--- config.mk ---
export PLATFORM = sky130hd
export DESIGN_NAME = mux_scan_ctrl
export DESIGN_NICKNAME = d
export VERILOG_FILES = /design/src/rtl/mux_scan_ctrl.sv
export SDC_FILE = /design/constraint.sdc
export NUM_CORES = 1
export LEC_CHECK = 0
export ABC_AREA = 1
export BUFFER_PORTS_ARGS = -buffer_cell sky130_fd_sc_hd__buf_2
export CAP_MARGIN = 0
export CORE_UTILIZATION = 40
export DETAILED_ROUTE_END_ITERATION = 10
export GPL_TIMING_DRIVEN = 0
export PLACE_DENSITY = 0.64
export SYNTH_ARGS = -nofsm -noshare
export SYNTH_HDL_FRONTEND = slang
export SYNTH_SLANG_ARGS = --single-unit
export TNS_END_PERCENT = 100
--- constraint.sdc ---
create_clock -name clk -period 1.3 [get_ports clk]
set_clock_uncertainty 0.2 [all_clocks]
set_input_delay 0.065 -clock clk [delete_from_list [all_inputs] [get_ports clk]]
set_output_delay 0.065 -clock clk [all_outputs]
set_load 0.1 [all_outputs]
--- src/rtl/mux_scan_ctrl.sv ---
// mux_scan_ctrl: scans a downstream 4:1 mux by stepping its select lines,
// dwelling DWELL cycles on each channel, and publishing the four sampled
// bits as one frame with a single-cycle valid pulse and a frame counter.
module mux_scan_ctrl #(
   // Cycles spent on each channel before sampling; legal range 1..16.
   parameter int unsigned DWELL = 4
) (
   input  logic       clk,
   input  logic       reset,
   input  logic       start,
   input  logic       continuous,
   input  logic       z,
   output logic       s0,
   output logic       s1,
   output logic [3:0] data,
   output logic       valid,
   output logic       busy,
   output logic [7:0] frames
);

   typedef enum logic {
      IDLE = 1'b0,
      SCAN = 1'b1
   } state_t;

   // Last dwell count of a channel window; the sample is taken on this edge.
   localparam logic [3:0] CNT_LAST = 4'(DWELL - 1);

   state_t     state_q, state_d;
   logic [1:0] sel_q, sel_d;
   logic [3:0] cnt_q, cnt_d;
   logic [2:0] shadow_q, shadow_d;
   logic [3:0] data_q, data_d;
   logic       valid_q, valid_d;
   logic [7:0] frames_q, frames_d;

   // Next-state logic: dwell counting, channel capture and frame completion.
   always_comb begin
      // NOTE: every signal gets a default before any branch, so no path
      // through this block leaves a value unassigned and no latch is inferred.
      state_d  = state_q;
      sel_d    = sel_q;
      cnt_d    = cnt_q;
      shadow_d = shadow_q;
      data_d   = data_q;
      valid_d  = 1'b0;
      frames_d = frames_q;

      case (state_q)
         IDLE: begin
            if (start) begin
               state_d = SCAN;
               sel_d   = 2'd0;
               cnt_d   = 4'd0;
            end
         end

         SCAN: begin
            if (cnt_q != CNT_LAST) begin
               cnt_d = cnt_q + 4'd1;
            end else begin
               cnt_d = 4'd0;
               // Wraps 3 -> 0 at frame end, so the next frame starts on ch a.
               sel_d = sel_q + 2'd1;
               case (sel_q)
                  2'd0: shadow_d[0] = z;
                  2'd1: shadow_d[1] = z;
                  2'd2: shadow_d[2] = z;
                  default: begin
                     // Channel d completes the frame; continuous is only
                     // looked at here, so mid-frame changes are harmless.
                     data_d   = {z, shadow_q};
                     valid_d  = 1'b1;
                     frames_d = frames_q + 8'd1;
                     if (!continuous) begin
                        state_d = IDLE;
                     end
                  end
               endcase
            end
         end

         default: state_d = IDLE;
      endcase
   end

   // State registers; reset discards any partial frame immediately.
   always_ff @(posedge clk or posedge reset) begin
      // NOTE: sequential state uses non-blocking assignments so every
      // register samples the pre-edge values computed above.
      if (reset) begin
         state_q  <= IDLE;
         sel_q    <= 2'd0;
         cnt_q    <= 4'd0;
         shadow_q <= 3'd0;
         data_q   <= 4'd0;
         valid_q  <= 1'b0;
         frames_q <= 8'd0;
      end else begin
         state_q  <= state_d;
         sel_q    <= sel_d;
         cnt_q    <= cnt_d;
         shadow_q <= shadow_d;
         data_q   <= data_d;
         valid_q  <= valid_d;
         frames_q <= frames_d;
      end
   end

   // The select lines come straight from the registered channel index, so
   // they are glitch-free and stable for the whole dwell window.
   assign s0     = sel_q[0];
   assign s1     = sel_q[1];
   assign busy   = (state_q == SCAN);
   assign data   = data_q;
   assign valid  = valid_q;
   assign frames = frames_q;

endmodule

==> flow_summary.toml <==
[critical_path]
cp_max_fo = 6
worst-path-buf-inv = 2
crit_required_ns = 1.31
r2r-end = "data[0]$_DFFE_PP0P_"
end_kind = "flop"
cpPeakStageDelay_ns = 0.53
r2r_slack_ns = -0.09
reg2reg_depth = 6
slowest_stage = "dfrtp_4"
r2r-start = "sel_q[1]$_DFFE_PP0P_"
cp-start-kind = "flop"
critical-path-top-delay-family = "flip-flops"
worstSetupPathType = "reg2reg"
arrival_ns = 1.40
cp_cell_sequence = "ha_4 -> nand4_4 -> inv_4 -> buf_6 -> nand2_2 -> nand2_1"

[yosys]
ys_seq_elements = 23
synth_xor_area_frac = 0.0232
synth_top_family_by_area = "simple AND/OR/NAND/NOR gates"
synth-adder-area-share = 0.0663
ys_seq_area_frac = 0.508
synth_area_um2 = 1130
synthTopCellsByArea = "dfrtp_1 51%, nand2_1 17%, ha_1 6.6%, inv_1 5.0%, o21ai_0 4.9%"
synth-compound-area-share = 0.0685
syn_area_per_cell_um2 = 8.51
ys_types = 20
yosysTopAreaCell = "dfrtp_1"
synthSimpleGateAreaFrac = 0.261
yosys-mux-area-fraction = 0
synth_nets = 144
ys_warn_count = 0
yosys.area.top_type_share = 0.508
synth_cells = 133

[die]
fp.dieW_um = 55.2
core_um2 = 2570
rows = 18
num_io_pins = 21
die-area_um2 = 3050
die_h_um = 55.2
start_util = 0.441

[min_path]
hold_path.class = "in2async"

[clock_network]
clock-root-buffer = "clkbuf_4"
cts_tree = "done"
path_clk_slew_ns = 0.13
postCtsHoldBufs = 3
cts_buffer_depth = 2
clkSinkCount = 23
htree_levels = 1
clk_latency_ns = 0.31
cts_buffers = 3

[sta]
period_minus_slack_ns = 1.39
post-route-period-util = 1.07
setup_viol = 20
finalWorstSetupSlack_ns = -0.0918
drv_slew = 0
hold_violations = 23
maxSlewHeadroom = 0.408
rsz0062_at_grt = "yes"
tightest_slew_ns = 0.886
hold_ws_ns = -0.278
fmax_ghz = 0.718

[route]
first_pass_iters = 4
drc = 0
postRouteWirelength_um = 2380
route.vias.total = 983
ant_nets = 0
dr.first_iter.drc_count = 11
wl_per_cell_um = 11.8
via_per_inst = 4.87

[cells_and_area]
final_common_cell = "nand2_1"
num-fill-cells = 211
stdcell_count = 202
drive_gt1_frac = 0.442
nets = 184
finish.utilization = 0.659
final_cell_mix = "40 x nand2_1, 16 x buf_4, 12 x dfrtp_1"
synthToLayoutAreaGrowth_pct = 49.4
antenna_cells = 0

[power]
ir_drop_mv = 2.27
cellPowerDensity_nw_per_um2 = 2050
p_leak_nw = 0.820

[global_route]
grt_pass1_vias = 918
grt_pass1_wl_um = 4110
antenna_found_initial = 0
overflow = 0
grtUsageTotal = 0.170
grt_max_degree = 24

[place]
post-place-ws_ns = -0.195
gp_congestion = 0.697
dp.cells = 183
port_buffers = 20
post-dp-hpwl_um = 1500

[run_status]
outcome = "finished, violations left"
violations = "hold timing, setup timing"

[job]
maxCapViolCount = 0
-- Yosys cell counts (all sizes together) --
master	instances
ha	6
nand3	6
nor2	9
dfrtp	23
nand2	50
a22o	1
xor2	2
inv	16
clkinv	1
buf	2
a21oi	1
o21ai	12
xnor2	1
nand4	3
-- state kept, by name, summed over array words and instances, names as in the netlist --
register	flops
sel_q	2
valid	1
data	4
cnt_q	4
busy	1
shadow_q	3
frames	8
-- stage by stage --
step / setup TNS [ns] / instance area [µm²] / total power [mW]
floorplan: -3.28 / 1210 / 2.45
global placement: -2.35 / 1350 / 2.66
detailed placement: -2.74 / 1350 / 2.69
CTS: -1.22 / 1610 / 3.38
global route: -2.45 / 1690 / 3.67
finish: -1.09 / 1690 / 3.47
-- layout make-up --
type	instances	area, µm²	area share
flip-flops and latches	23	609	0.360
multi-input cells	91	571	0.337
repair buffers	35	358	0.212
inverters	17	67.6	0.0399
well taps	30	37.5	0.0222
clock buffers	4	26.3	0.0155
plain buffers	2	22.5	0.0133
-- cell families after synthesis --
logic type	count (synthesis)
fa+ha+maj	6
compound gates	14
buf+inv	19
simple gates	68
xor+xnor	3
flops	23
-- what timing repair did --
item	CTS	global route
hold endpoints to repair	30	23
buffers inserted	6	5
endpoints found under the setup margin	36	30
cloned	1	0
pin swaps	3	7
resized for setup	47	16
-- routing by layer --
layer / part of all wire / vias to the layer above / GRT usage
li1: - / 495 / -
met1: 0.45 / 458 / 0.227
met2: 0.50 / 22 / 0.281
met3: 0.022 / 8 / 0.0211
met4: 0.028 / 0 / 0.0679
met5: 0 / - / 0
-- power breakdown --
part           total, mW  leakage (nW)  internal, mW  switching [mW]
sequential          1.22         0.271         0.973           0.249
clock              0.335        0.0150         0.120           0.215
combinational       1.91         0.534         0.659            1.25
total               3.47         0.820          1.75            1.71
-- worst max path at each step --
stage	start	to	slack, ns	cells past startpoint
3_5_place_dp	cnt_q[0]$_DFFE_PP0P_	busy$_DFF_PP0_	-0.20	5
2_1_floorplan	sel_q[1]$_DFFE_PP0P_	data[3]$_DFFE_PP0P_	-0.22	5
4_1_cts	sel_q[1]$_DFFE_PP0P_	frames[6]$_DFFE_PP0P_	-0.11	6
6_report	sel_q[1]$_DFFE_PP0P_	data[0]$_DFFE_PP0P_	-0.09	6
5_1_grt	cnt_q[0]$_DFFE_PP0P_	frames[5]$_DFFE_PP0P_	-0.17	6
3_3_place_gp	cnt_q[0]$_DFFE_PP0P_	busy$_DFF_PP0_	-0.17	5
Note: power is estimated with default switching activity, not from simulation.
